File: src/rtl/ser_pkg.sv
// Shared types and default sizing for the byte-to-bit serialiser.
package ser_pkg;

    typedef enum logic [1:0] {
        IDLE,
        START,
        SHIFT
    } state_t;

    localparam int DEF_DATA_W     = 8;
    localparam int DEF_FIFO_DEPTH = 4;
    localparam int DEF_DIV_W      = 8;

endpackage

File: src/rtl/fifo_sync.sv
// Single-clock FIFO with a registered occupancy count; dout always shows the head word.
module fifo_sync #(
    parameter int W     = 8,
    parameter int DEPTH = 4
) (
    input  logic                   clk,
    input  logic                   rst_n,
    input  logic                   push,
    input  logic                   pop,
    input  logic [W-1:0]           din,
    output logic [W-1:0]           dout,
    output logic [$clog2(DEPTH):0] level,
    output logic                   full,
    output logic                   empty
);

    localparam int AW = $clog2(DEPTH);
    localparam int LW = AW + 1;

    logic [W-1:0]  mem_q [DEPTH];
    logic [AW-1:0] wr_ptr_q, wr_ptr_d;
    logic [AW-1:0] rd_ptr_q, rd_ptr_d;
    logic [LW-1:0] level_q, level_d;
    logic          do_push, do_pop;

    assign full    = (level_q == LW'(DEPTH));
    assign empty   = (level_q == '0);
    assign do_push = push && !full;
    assign do_pop  = pop && !empty;
    assign dout    = mem_q[rd_ptr_q];
    assign level   = level_q;

    // Pointers wrap naturally because DEPTH is a power of two.
    always_comb begin
        wr_ptr_d = wr_ptr_q;
        rd_ptr_d = rd_ptr_q;
        level_d  = level_q;
        if (do_push) wr_ptr_d = wr_ptr_q + AW'(1);
        if (do_pop)  rd_ptr_d = rd_ptr_q + AW'(1);
        if (do_push && !do_pop) begin
            level_d = level_q + LW'(1);
        end else if (!do_push && do_pop) begin
            level_d = level_q - LW'(1);
        end
    end

    always_ff @(posedge clk or negedge rst_n) begin
        if (!rst_n) begin
            wr_ptr_q <= '0;
            rd_ptr_q <= '0;
            level_q  <= '0;
        end else begin
            wr_ptr_q <= wr_ptr_d;
            rd_ptr_q <= rd_ptr_d;
            level_q  <= level_d;
        end
    end

    always_ff @(posedge clk) begin
        if (do_push) mem_q[wr_ptr_q] <= din;
    end

endmodule

File: src/rtl/serializador_bits.sv
// Byte-to-bit serialiser: buffered words are shifted out MSB-first at a programmable
// bit period, with a start pulse ahead of each contiguous stream.
module serializador_bits
    import ser_pkg::*;
#(
    parameter int DATA_W     = DEF_DATA_W,
    parameter int FIFO_DEPTH = DEF_FIFO_DEPTH,
    parameter int DIV_W      = DEF_DIV_W
) (
    input  logic                        clk,
    input  logic                        rst_n,
    input  logic                        in_valid,
    input  logic [DATA_W-1:0]           in_data,
    output logic                        in_ready,
    input  logic                        enable,
    input  logic [DIV_W-1:0]            div,
    output logic                        start_out,
    output logic                        bit_out,
    output logic                        bit_strobe,
    output logic                        busy,
    output logic [$clog2(FIFO_DEPTH):0] fifo_level
);

    localparam int IDX_W = $clog2(DATA_W);
    localparam logic [IDX_W-1:0] LAST_IDX = IDX_W'(DATA_W - 1);

    state_t            state_q, state_d;
    logic [DATA_W-1:0] shreg_q, shreg_d;
    logic [IDX_W-1:0]  idx_q, idx_d;
    logic [DIV_W-1:0]  cnt_q, cnt_d;
    logic [DIV_W-1:0]  div_q, div_d;

    logic              pop;
    logic [DATA_W-1:0] head;
    logic              fifo_full, fifo_empty;

    fifo_sync #(
        .W     (DATA_W),
        .DEPTH (FIFO_DEPTH)
    ) u_fifo (
        .clk   (clk),
        .rst_n (rst_n),
        .push  (in_valid),
        .pop   (pop),
        .din   (in_data),
        .dout  (head),
        .level (fifo_level),
        .full  (fifo_full),
        .empty (fifo_empty)
    );

    // Ready comes straight from the registered level, so a same-cycle pop never frees a slot early.
    assign in_ready = !fifo_full;
    assign busy     = (state_q != IDLE);

    always_comb begin
        state_d    = state_q;
        shreg_d    = shreg_q;
        idx_d      = idx_q;
        cnt_d      = cnt_q;
        div_d      = div_q;
        pop        = 1'b0;
        start_out  = 1'b0;
        bit_out    = 1'b0;
        bit_strobe = 1'b0;

        case (state_q)
            IDLE: begin
                if (enable && !fifo_empty) begin
                    pop     = 1'b1;
                    shreg_d = head;
                    div_d   = div;
                    state_d = START;
                end
            end
            START: begin
                start_out = 1'b1;
                cnt_d     = '0;
                idx_d     = '0;
                state_d   = SHIFT;
            end
            SHIFT: begin
                bit_out    = shreg_q[DATA_W-1];
                bit_strobe = (cnt_q == '0);
                if (cnt_q == div_q) begin
                    cnt_d = '0;
                    if (idx_q == LAST_IDX) begin
                        idx_d = '0;
                        // A waiting word continues the stream with no gap and no new start pulse.
                        if (enable && !fifo_empty) begin
                            pop     = 1'b1;
                            shreg_d = head;
                            div_d   = div;
                        end else begin
                            shreg_d = '0;
                            state_d = IDLE;
                        end
                    end else begin
                        idx_d   = idx_q + IDX_W'(1);
                        shreg_d = {shreg_q[DATA_W-2:0], 1'b0};
                    end
                end else begin
                    cnt_d = cnt_q + DIV_W'(1);
                end
            end
            default: state_d = IDLE;
        endcase
    end

    always_ff @(posedge clk or negedge rst_n) begin
        if (!rst_n) begin
            state_q <= IDLE;
            shreg_q <= '0;
            idx_q   <= '0;
            cnt_q   <= '0;
            div_q   <= '0;
        end else begin
            state_q <= state_d;
            shreg_q <= shreg_d;
            idx_q   <= idx_d;
            cnt_q   <= cnt_d;
            div_q   <= div_d;
        end
    end

endmodule

File: config.mk
export PLATFORM = sky130hd
export DESIGN_NAME = serializador_bits
export DESIGN_NICKNAME = d
export VERILOG_FILES = /design/src/rtl/ser_pkg.sv /design/src/rtl/fifo_sync.sv /design/src/rtl/serializador_bits.sv
export SDC_FILE = /design/constraint.sdc
export NUM_CORES = 1
export LEC_CHECK = 0
export BUFFER_PORTS_ARGS = -buffer_cell sky130_fd_sc_hd__buf_4
export CORE_ASPECT_RATIO = 1.4
export CORE_MARGIN = 1
export CORE_UTILIZATION = 50
export DETAILED_ROUTE_END_ITERATION = 10
export GPL_TIMING_DRIVEN = 0
export MAX_ROUTING_LAYER = met4
export PLACE_DENSITY = 0.69
export SLEW_MARGIN = 10
export SYNTH_ARGS = -nofsm -noshare
export SYNTH_HDL_FRONTEND = slang
export SYNTH_SLANG_ARGS = --single-unit
File: constraint.sdc
create_clock -name clk -period 6.75 [get_ports clk]
set_input_delay 1.35 -clock clk [delete_from_list [all_inputs] [get_ports clk]]
set_output_delay 1.35 -clock clk [all_outputs]
set_load 0.005 [all_outputs]
* Yosys cells after proc, flatten, opt, wreduce, memory -nomap -nowiden
Memories as Yosys holds them, arrays and structs flattened. Cells that the tools add are included.
Word-level totals: register bits 36, bits in writable memories 32, bits of input ports 20, output and inout port bits 8, word-level logic and storage cells 74, memories 1
Memories:
- u_fifo.mem_q | depth 4, bits a word 8, read ports 1, clocked after Yosys merged registers in 0, wr ports 1, RTL line fifo_sync.sv:20 | logic [W-1:0] mem_q [DEPTH];
Operators by class: add/sub/neg operators 6, equal/unequal tests 9, mux-type cells 30, reduce and logical (&&, ||, !) cells 20
Operator list (number):
- $mux W8 | 8
- $pmux W8 S2 | 3
- $mux W3 | 4
- $add A8 B1 Y8 const B | 1
- $eq A8 B8 Y1 | 1
- $logic_not A8 Y1 | 1
- $mux W1 | 8
- $mux W2 | 4
- $ne A2 B2 Y1 const B | 4
- $reduce_bool A2 Y1 | 4
- $add A3 B1 Y3 const B | 2
- $eq A3 B3 Y1 const B | 2
- $pmux W2 S3 | 1
- $pmux W3 S2 | 1
- $reduce_and A3 Y1 | 2
- $logic_and A1 B1 Y1 | 5
- $add A2 B1 Y2 const B | 2
- $logic_not A1 Y1 | 4
- $reduce_and A4 Y1 | 1
- $logic_not A3 Y1 | 1
- $sub A3 B1 Y3 const B | 1
- $eq A2 B1 Y1 const B | 1
- $eq A2 B2 Y1 const B | 1
- $logic_not A2 Y1 | 1
- 2 further kinds | 2

* Logic depth before layout (Yosys ltp)
depth in word-level cells 11, depth in mapped cells 11

* By module
From an unflattened synthesis, not the netlist that was laid out.
Unflattened totals: cells, all modules 229, area total of the unflattened synthesis 3264.4 um^2
Modules (own cells, without submodules):
- serializador_bits | instances 1, cells an instance 152, area an instance 1675.4 um^2, sequential area each 725.7 um^2
- fifo_sync | instances 1, cells an instance 77, area an instance 1589.0 um^2, sequential area each 1136.1 um^2

* Worst setup path before layout
Ideal clock, no wire load.
kind in2reg, from input port enable, to register u_fifo.level_q[1], in the netlist u_fifo.level[1], data arrival time 2.534 ns, required time 6.625 ns, path slack 4.091 ns, stages 6, buffers on the path 0, path through o31a_1 -> nand2b_1 -> ha_1 -> inv_1 -> fa_1 -> mux2_2
On the way: cells in the longest elaborated chain, start to end 9, elaborated cells between the ends (all ways) 11, classes of those cells mux: 5; reduce/logical: 6
RTL lines:
- start, declared | RTL line serializador_bits.sv:15 | input logic enable,
- $logic_and A1 B1 Y1 (*) | RTL line serializador_bits.sv:69, serializador_bits.sv:90
- $mux W1 (*) | RTL line serializador_bits.sv:69, serializador_bits.sv:90
- $mux W1 | RTL line serializador_bits.sv:87 | if (idx_q == LAST_IDX) begin
- $mux W1 | RTL line serializador_bits.sv:85 | if (cnt_q == div_q) begin
- $pmux W1 S2 (*) | RTL line serializador_bits.sv:67 | case (state_q)
- $logic_and A1 B1 Y1 (*) | RTL line fifo_sync.sv:29 | assign do_pop = pop && !empty;
- $logic_not A1 Y1 (*) | RTL line fifo_sync.sv:40 | if (do_push && !do_pop) begin
- $logic_and A1 B1 Y1 (*) | RTL line fifo_sync.sv:40
- $mux W3 (*) | RTL line fifo_sync.sv:40
- via u_fifo.level_d[1] | RTL line fifo_sync.sv:23 | logic [LW-1:0] level_q, level_d;
- end signal, assigned | RTL line fifo_sync.sv:55 | level_q <= level_d;
- end, declared | RTL line fifo_sync.sv:23
The timed path passes the listed nets; every way through them passes the cells marked *. A chain may end at the register's enable or synchronous reset.

* Worst setup path after layout
from register state_q[0], to output port bit_strobe
On the way: cells in the longest elaborated chain, start to end 2
RTL lines:
- start, declared | RTL line serializador_bits.sv:27 | state_t state_q, state_d;
- start signal, assigned | RTL line serializador_bits.sv:118 | state_q <= state_d;
- $eq A2 B2 Y1 | RTL line serializador_bits.sv:67
- $mux W1 | RTL line serializador_bits.sv:67
- end, declared | RTL line serializador_bits.sv:19 | output logic bit_strobe,
Every way passes these cells.

==> flow_summary.toml <==
[yosys]
ys_seq_area_share_pct = 57.8
synth-seq-cells = 68
syn-mean-instance-area_sq_um = 14.2
yosysUniqueCellTypes = 43
syn_area_sq_um = 3220
synth-warning-count = 0
synthCells = 227
ys_dominant_reg_cell = "dfrtp_1"
async_flop_share_pct = 52.9
synth_fp_nets = 260
synth-edff-count = 32

[global_routing]
grt_pass1_wl_um = 9040
grt_pass1_vias = 1867
grt_max_degree = 37
gr-total-overflow = 0
antenna_found_initial = 0
grt_util_all_layers_pct = 17.9

[routing]
avgRoutedWirePerCell_um = 15.3
drc = 0
drt_iter0_drc = 79
totalWireLength_um = 5240
num_vias = 1818
post_drt_via_cell_ratio = 5.32
drt_first_pass_iters = 4
antenna_left = 0

[timing]
fin_ws_ns = 3.57
final.setup.tns_ns = 0
relSlewSlack_pct = 63.7
rsz0062_at_grt = "no"
fmax_mhz = 314
tightest_slew_ns = 0.543
post-route-min-period_ns = 3.18
skew_ns = 0.00938
slew_violations = 0
setup_viol = 0
hold_viol = 0
finalCritPeriodShare_pct = 47.2

[worst_setup_path]
startpoint_type = "flop"
cp_slowest_stage_delay_ns = 0.41
crit_family = "buffers and inverters"
crit_required_ns = 5.40
worst_path_max_delay_cell = "dfrtp_1"
worstReg2RegStart = "state_q[0]"
cp_max_fo = 10
crit_arrival_ns = 1.83
rrSetupSlack_ns = 4.05
path_class = "reg -> out"
cp-end-kind = "primary output"
timing.critical_path.from = "state_q[0]"
path_cells = "inv_1 > ha_1 > buf_1 > and4b_1 > buf_4"
crit_buf_inv = 3

[die]
fp.coreArea_sq_um = 6210
rows = 34
start_util_pct = 51.9
ios = 28
die_w_um = 69.9
fp.dieH_um = 97.0
dieArea_sq_um = 6780

[cts]
numCtsBuffers = 9
clk_pin_slew_ns = 0.08
postCtsHoldBufs = 0
postCtsSetupBuffers = 0
root_buffer = "clkbuf_8"
clock_latency_ns = 0.34
clk_path_buf_depth = 2
ctsResizeCount = 0
h-tree-depth = 3
cts.sinks = 68
cts_tree = "built"

[pwr]
p_leak_nw = 1.59
peakVddDrop_v = 0.000232
p_per_area_nw_per_um2 = 429

[place]
placed_cells = 326
dpl_worst_slack_ns = 3.88
portBuffers = 27
dpl.hpwl_um = 3700
place_congestion = 0.736

[cells_and_area]
drive_above_1_share_pct = 28.5
finalNetCount = 298
antenna_cells = 0
area_growth_pct = 15.5
fillers = 478
instances_no_fill = 342

[min_path]
hp-class = "reg -> reg"
hp-start = "idx_q[1]"

[run]
drv_cap = 0

[outcome]
status = "complete, no violations"
## logic make-up (layout without fill, tap and decap cells)
family / count (synthesis) / in the layout / synth area share (%)
and+or+nand+nor: 53 / 53 / 9.36
DFF: 68 / 68 / 57.8
adders and majority gates: 13 / 13 / 5.28
xor gates and xnor gates: 17 / 17 / 4.62
muxes: 27 / 27 / 14.1
AOI/OAI and AO/OA: 29 / 29 / 6.33
buffers and inverters: 20 / 63 / 2.60
## state kept, by name (all words and copies together) (netlist names)
name / flops
cnt_q: 8
div_q: 8
idx_q: 3
shreg_q: 8
state_q: 2
u_fifo.level: 3
u_fifo.mem_q: 32
u_fifo.rd_ptr_q: 2
u_fifo.wr_ptr_q: 2
## per-stage QoR
stage | hold slack [ns] | power (mW) | util (%) | instance area [sq um]
3_3_place_gp | 0.488 | 1.26 | 56.6 | 3520
3_5_place_dp | 0.492 | 1.27 | 56.6 | 3520
6_report | 0.511 | 1.60 | 59.9 | 3720
5_1_grt | 0.519 | 1.70 | 59.9 | 3720
2_1_floorplan | 0.470 | 1.12 | - | 3220
4_1_cts | 0.516 | 1.62 | 59.9 | 3720
## area by class of cell
cell class                 instances  area, sq um  share of cell area [%]
buffer                             5         27.5                   0.740
clock buffer                       9          124                    3.33
multi-input combinational        139         1280                    34.3
tap                               72         90.1                    2.42
timing repair buffer              27          203                    5.45
inverter                          15         56.3                    1.51
sequential                        68         1860                    50.0
clock inverter                     7         81.3                    2.19
## final timing paths
kind                                            to  depth (start not counted)
worst max-delay path                    bit_strobe                          5
worst min-delay path                      idx_q[1]                          1
worst max register to register     u_fifo.level[1]                          9
worst min register to register            idx_q[1]                          1
max in group asynchronous       u_fifo.rd_ptr_q[0]                          1
min in group asynchronous                 idx_q[2]                          1
## cells in the mapped netlist (all sizes together), types with 4 or more instances
cell type  number  area, sq um
ha             12          150
inv            15         56.3
xor2           13          114
nand2b          4         25.0
o21ai          12         60.1
xnor2           4         35.0
nand2          15         58.8
edfxtp         32          961
nor2           14         52.6
and3            7         48.8
mux2           18          263
dfrtp          36          901
buf             4         23.8
mux4            8          180
## cell usage in the layout (no fill, tap or decap), drive strengths merged, types with 2 or more instances in the layout
master,count
dfrtp,36
edfxtp,32
buf,31
inv,19
mux2,18
nand2,15
nor2,14
xor2,13
o21ai,12
ha,12
clkbuf,10
mux4,8
and3,7
nand2b,4
xnor2,4
nand3,3
a22o,3
o2bb2ai,3
and2,3
nor4,2
nor2b,2
a21oi,2
## metal layers
layer / part of all wire [%] / vias up / routed length [um] / GRT usage (%)
met2: 52 / 29 / 2740 / 29.2
met4: 1.5 / 0 / 81 / 7.54
met3: 3.0 / 4 / 157 / 4.27
li1: - / 891 / - / -
met1: 43 / 894 / 2260 / 21.2
met5: 0 / - / 0 / -
## power breakdown
| group | switching (mW) | internal [mW] | total, mW | leakage [nW] |
|---|---|---|---|---|
| Clock | 0.166 | 0.176 | 0.342 | 0.101 |
| Combinational | 0.293 | 0.329 | 0.623 | 0.747 |
| Sequential | 0.0723 | 0.560 | 0.633 | 0.744 |
| Total | 0.532 | 1.07 | 1.60 | 1.59 |
(Power assumes the default switching activity.)
